--- config.mk ---
export PLATFORM = sky130hd
export DESIGN_NAME = sdram_arbiter
export DESIGN_NICKNAME = d
export VERILOG_FILES = /design/src/rtl/sdram_arb_pkg.sv /design/src/rtl/sdram_arb_tag_fifo.sv /design/src/rtl/sdram_arbiter.sv
export SDC_FILE = /design/constraint.sdc
export NUM_CORES = 1
export LEC_CHECK = 0
export ABC_AREA = 1
export CAP_MARGIN = 0
export CORE_UTILIZATION = 34
export DETAILED_ROUTE_END_ITERATION = 8
export GPL_TIMING_DRIVEN = 1
export PLACE_DENSITY = 0.79
export SYNTH_ARGS = -nofsm -noshare
export SYNTH_HDL_FRONTEND = slang
export SYNTH_SLANG_ARGS = --single-unit
--- constraint.sdc ---
create_clock -name clk -period 2.96 [get_ports clk]
set_input_delay 0.592 -clock clk [delete_from_list [all_inputs] [get_ports clk]]
set_output_delay 0.592 -clock clk [all_outputs]
set_load 0.02 [all_outputs]
--- src/rtl/sdram_arb_pkg.sv ---
// Shared types for the two-requester SDRAM arbiter: FSM states and the port IDs
// carried in the read-tag FIFO.
package sdram_arb_pkg;

  typedef enum logic [1:0] {
    StIdle,
    StBusyV,
    StBusyD
  } arb_state_e;

  localparam logic PORT_V = 1'b0;
  localparam logic PORT_D = 1'b1;

endpackage

--- src/rtl/sdram_arb_tag_fifo.sv ---
// 1-bit tag FIFO recording which port owns each outstanding SDRAM read.
// Synchronous active-low reset; push and pop may occur in the same cycle.
module sdram_arb_tag_fifo #(
  parameter int unsigned Depth = 8
) (
  input  logic clk_i,
  input  logic rst_ni,
  input  logic push_i,
  input  logic wdata_i,
  input  logic pop_i,
  output logic rdata_o,
  output logic full_o,
  output logic empty_o
);

  localparam int unsigned PtrW = $clog2(Depth);
  localparam logic [PtrW:0] FullCnt = Depth[PtrW:0];

  logic [Depth-1:0] mem_q;
  logic [PtrW-1:0]  wr_ptr_q, rd_ptr_q;
  logic [PtrW:0]    count_q;
  logic             do_push, do_pop;

  assign full_o  = (count_q == FullCnt);
  assign empty_o = (count_q == '0);
  assign do_push = push_i && !full_o;
  assign do_pop  = pop_i && !empty_o;
  assign rdata_o = mem_q[rd_ptr_q];

  always_ff @(posedge clk_i) begin
    if (!rst_ni) begin
      wr_ptr_q <= '0;
      rd_ptr_q <= '0;
      count_q  <= '0;
    end else begin
      if (do_push) wr_ptr_q <= wr_ptr_q + 1'b1;
      if (do_pop)  rd_ptr_q <= rd_ptr_q + 1'b1;
      if (do_push && !do_pop) begin
        count_q <= count_q + 1'b1;
      end else if (do_pop && !do_push) begin
        count_q <= count_q - 1'b1;
      end
    end
  end

  // Storage needs no reset: occupancy alone decides what is valid.
  always_ff @(posedge clk_i) begin
    if (do_push) mem_q[wr_ptr_q] <= wdata_i;
  end

endmodule

--- src/rtl/sdram_arbiter.sv ---
// Arbitrates a read-only video port and a read/write draw port onto one SDRAM
// controller, with anti-starvation for draw and in-order read-response routing.
module sdram_arbiter
  import sdram_arb_pkg::*;
#(
  parameter int unsigned AW       = 25,
  parameter int unsigned DW       = 16,
  parameter int unsigned MAX_PEND = 8,
  parameter int unsigned STARVE   = 16
) (
  input  logic            clk,
  input  logic            reset_n,
  // Video port
  input  logic [AW-1:0]   v_address,
  input  logic            v_read,
  output logic            v_waitrequest,
  output logic [DW-1:0]   v_readdata,
  output logic            v_readdatavalid,
  // Draw port
  input  logic [AW-1:0]   d_address,
  input  logic            d_read,
  input  logic            d_write,
  input  logic [DW-1:0]   d_writedata,
  input  logic [DW/8-1:0] d_byteenable,
  output logic            d_waitrequest,
  output logic [DW-1:0]   d_readdata,
  output logic            d_readdatavalid,
  // Master port
  output logic [AW-1:0]   m_address,
  output logic            m_read,
  output logic            m_write,
  output logic [DW-1:0]   m_writedata,
  output logic [DW/8-1:0] m_byteenable,
  input  logic            m_waitrequest,
  input  logic [DW-1:0]   m_readdata,
  input  logic            m_readdatavalid,
  output logic            err_orphan
);

  localparam int unsigned StarveW = $clog2(STARVE + 1);
  localparam logic [StarveW-1:0] StarveMax = STARVE[StarveW-1:0];

  arb_state_e         state_q, state_d;
  logic [StarveW-1:0] starve_q, starve_d;
  logic               err_q, err_d;

  logic fifo_full, fifo_empty, fifo_head;
  logic v_acc, d_acc, d_pend, v_elig, d_elig;
  logic tag_push, tag_data, tag_pop;

  assign v_acc  = (state_q == StBusyV) && !m_waitrequest;
  assign d_acc  = (state_q == StBusyD) && !m_waitrequest;
  assign d_pend = d_read || d_write;
  // Writes never consume a tag, so a full FIFO only blocks reads.
  assign v_elig = v_read && !fifo_full;
  assign d_elig = d_write || (d_read && !fifo_full);

  assign tag_push = v_acc || (d_acc && d_read && !d_write);
  assign tag_data = v_acc ? PORT_V : PORT_D;
  assign tag_pop  = m_readdatavalid && !fifo_empty;

  sdram_arb_tag_fifo #(
    .Depth (MAX_PEND)
  ) u_tag_fifo (
    .clk_i   (clk),
    .rst_ni  (reset_n),
    .push_i  (tag_push),
    .wdata_i (tag_data),
    .pop_i   (tag_pop),
    .rdata_o (fifo_head),
    .full_o  (fifo_full),
    .empty_o (fifo_empty)
  );

  always_comb begin
    state_d = state_q;
    unique case (state_q)
      StIdle: begin
        if (d_elig && (starve_q == StarveMax)) begin
          state_d = StBusyD;
        end else if (v_elig) begin
          state_d = StBusyV;
        end else if (d_elig) begin
          state_d = StBusyD;
        end
      end
      StBusyV, StBusyD: begin
        if (!m_waitrequest) state_d = StIdle;
      end
      default: state_d = StIdle;
    endcase

    starve_d = starve_q;
    if (!d_pend || d_acc) begin
      starve_d = '0;
    end else if (v_acc && (starve_q != StarveMax)) begin
      starve_d = starve_q + 1'b1;
    end

    err_d = err_q || (m_readdatavalid && fifo_empty);
  end

  always_ff @(posedge clk) begin
    if (!reset_n) begin
      state_q  <= StIdle;
      starve_q <= '0;
      err_q    <= 1'b0;
    end else begin
      state_q  <= state_d;
      starve_q <= starve_d;
      err_q    <= err_d;
    end
  end

  // Command pass-through from the granted requester; gated so reset forces idle outputs.
  always_comb begin
    m_address    = '0;
    m_read       = 1'b0;
    m_write      = 1'b0;
    m_writedata  = '0;
    m_byteenable = '0;
    if (reset_n) begin
      unique case (state_q)
        StBusyV: begin
          m_address = v_address;
          m_read    = v_read;
        end
        StBusyD: begin
          m_address    = d_address;
          m_read       = d_read && !d_write;
          m_write      = d_write;
          m_writedata  = d_writedata;
          m_byteenable = d_byteenable;
        end
        default: ;
      endcase
    end
  end

  assign v_waitrequest   = !(reset_n && (state_q == StBusyV) && !m_waitrequest);
  assign d_waitrequest   = !(reset_n && (state_q == StBusyD) && !m_waitrequest);
  assign v_readdata      = m_readdata;
  assign d_readdata      = m_readdata;
  assign v_readdatavalid = reset_n && tag_pop && (fifo_head == PORT_V);
  assign d_readdatavalid = reset_n && tag_pop && (fifo_head == PORT_D);
  assign err_orphan      = err_q;

endmodule

==> impl_metrics.py <==
metrics = {
    "synth": {
        "synthTopCellsByArea": "dfxtp_1 (16%), nand2_1 (15%), buf_4 (12%)",
        "ys_ff_latch": 26,
        "synthesis.nets": 445,
        "syn_avg_cell_area_um2": 6.39,
        "synthesis.yosys.warnings": 0,
        "yosysUniqueCellTypes": 31,
        "synth_top_area_cell": "dfxtp_1",
        "synth_top_area_share": 0.164,
        "syn_area_mm2": 0.00219,
        "synth-seq-area-share": 0.274,
        "synthCells": 343,
    },
    "worst_setup_path": {
        "crit_path_max_fanout": 25,
        "path_class": "in -> out",
        "reg2reg_from": "state_q[0]",
        "critPathRequiredTime_ns": 2.37,
        "startpoint_type": "primary input",
        "critPathArrivalTime_ns": 2.26,
        "r2r_setup_slack_ns": 0.57,
        "cp-end-kind": "output port",
        "r2r-end": "u_tag_fifo.count_q[3]",
        "r2r_cells": 16,
    },
    "cts": {
        "clock_path_buffers": 2,
        "cts-resized-gates": 0,
        "clock_latency_ns": 0.27,
        "cts_tree": "built",
        "post_cts_buffers": 0,
        "cts_sinks": 26,
        "cts.htree.levels": 1,
        "clockRootBuffer": "clkbuf_8",
        "clk_pin_slew_ns": 0.09,
        "cts_inserted_buffers": 3,
        "hold_buffers": 0,
    },
    "status": {
        "status": "completed",
    },
    "worst_hold_path": {
        "holdPathEnd": "err_orphan",
        "whs_path_depth": 2,
        "min_path_type": "reg -> reg",
        "min_from": "err_orphan",
    },
    "route": {
        "drc": 0,
        "wirelength_um": 6060,
        "viasPerCell": 4.55,
        "wl_per_cell_um": 11.9,
        "firstDrtPassIters": 4,
        "dr_total_vias": 2324,
        "ant_nets": 0,
        "drt_iter0_drc": 86,
    },
    "pwr": {
        "peakVddDrop_mv": 0.258,
        "p_per_area_mw_per_mm2": 462,
        "finalPower_mw": 1.55,
        "leakagePower_nw": 1.33,
    },
    "placement": {
        "hpwl_um": 4950,
        "io_buffers": 124,
        "pre_cts_ws_ns": 0.0509,
        "placed_area_mm2": 0.00331,
        "place_inst": 507,
        "gp_congestion": 0.832,
    },
    "timing": {
        "setup_viol": 0,
        "setup-tns-final_ns": 0,
        "hold_viol": 0,
        "tightest_slew_ns": 0.293,
        "finalCritPeriodShare": 0.964,
        "min_period_ns": 2.85,
        "setup_ws_ns": 0.107,
        "slew_headroom": 0.804,
        "max_freq_mhz": 351,
        "rsz0062_at_grt": "no",
        "skew_ns": 0.00248,
        "final_max_slew_viol_count": 0,
    },
    "floorplanning": {
        "rows": 28,
        "die_x_um": 82.3,
        "boundaryPins": 173,
        "initial_utilization": 0.362,
        "die_h_um": 82.3,
        "fp.dieArea_mm2": 0.00677,
        "core_mm2": 0.00606,
    },
    "grt": {
        "grt_use_total": 0.175,
        "grt_pass1_wl_um": 9360,
        "grt_pass1_vias": 2266,
        "gr-total-overflow": 0,
        "antenna_found_initial": 0,
        "grt_max_degree": 27,
    },
    "cells_and_area": {
        "finalNonFillerCells": 511,
        "syn_to_final_growth_pct": 52.9,
        "layout.nets": 539,
        "drive_gt1_frac": 0.0505,
        "stdcell_area_mm2": 0.00335,
        "num-fill-cells": 564,
        "diodes": 0,
    },
    "run": {
        "maxCapViolCount": 0,
    },
}
## worst max path at each step
stage	startpoint	endpoint	slack, ns	depth (start not counted)
floorplan	state_q[1]	u_tag_fifo.count_q[3]	0.65	17
global placement	m_waitrequest	u_tag_fifo.count_q[3]	0.15	14
detailed placement	m_waitrequest	u_tag_fifo.count_q[3]	0.05	14
CTS	reset_n	m_address[22]	0.12	5
global route	reset_n	m_address[8]	0.04	5
finish	reset_n	m_address[22]	0.11	5
## critical path, stage by stage
cell and delay [ns]:
clkdlybuf4s50_1 0.56, nand2_1 0.13, buf_12 0.18, a21oi_1 0.15, clkdlybuf4s50_1 0.64
## area by class of cell
class	instances	area [um2]	area share
inverters	46	173	0.0515
clock inverters	1	3.75	0.00112
well taps	75	93.8	0.0280
multi-input cells	229	1130	0.338
clock buffers	3	41.3	0.0123
flip-flops and latches	26	601	0.179
repair buffers	131	1310	0.390
## layout by cell type (no fill, tap or decap), drive strengths merged
cell / n
a21oi: 43
and2: 2
and3b: 1
buf: 7
clkbuf: 3
clkdlybuf4s50: 124
clkinv: 2
dfxtp: 18
edfxtp: 8
fa: 1
ha: 10
inv: 45
nand2: 88
nand3: 11
nand4: 1
nor2: 45
nor3: 2
o211ai: 1
o21ai: 16
o22ai: 1
or2: 3
xor2: 4
## synthesized netlist by cell type, drive strengths merged
library cell,count
a21oi,43
and2,2
and3b,1
buf,35
clkbuf,7
clkinv,1
dfxtp,18
edfxtp,8
fa,1
ha,10
inv,45
nand2,88
nand3,11
nand4,1
nor2,45
nor3,2
o211ai,1
o21ai,16
o22ai,1
or2,3
xor2,4
## routing by layer
layer  track usage  wire length (um)  part of all wire  vias up
li1              -                 -                 -     1225
met1         0.203              2480              0.41     1021
met2         0.317              3140              0.52       74
met3        0.0484               406             0.067        4
met4        0.0404                36            0.0059        0
met5             0                 0                 0        -
## flip-flops by register name, summed over array words and instances (netlist names)
signal and flops:
u_tag_fifo.wr_ptr_q 3, u_tag_fifo.count_q 4, u_tag_fifo.rd_ptr_q 3, starve_q 5, err_orphan 1, u_tag_fifo.mem_q 8
state_q 2
## through the flow
| stage | hold slack [ns] | utilization |
|---|---|---|
| 2_1_floorplan | 0.460 | - |
| 3_3_place_gp | 0.444 | 0.545 |
| 3_5_place_dp | 0.448 | 0.545 |
| 4_1_cts | 0.464 | 0.553 |
| 5_1_grt | 0.491 | 0.553 |
| 6_report | 0.466 | 0.553 |
## where the power goes
part / switching [mW] / internal, mW
logic: 0.479 / 0.383
clock network: 0.110 / 0.0929
registers: 0.0570 / 0.426
total: 0.646 / 0.901
## cell families (layout without fill, tap and decap cells)
kind of cell    count (synthesis)  count (layout)  share of synthesized area
buf+inv                        88             181                      0.209
xor+xnor                        4               4                     0.0160
flops                          26              26                      0.274
fa+ha+maj                      11              11                     0.0662
compound gates                 61              61                      0.144
simple gates                  153             153                      0.290
Power figures use the tool's default switching activity.
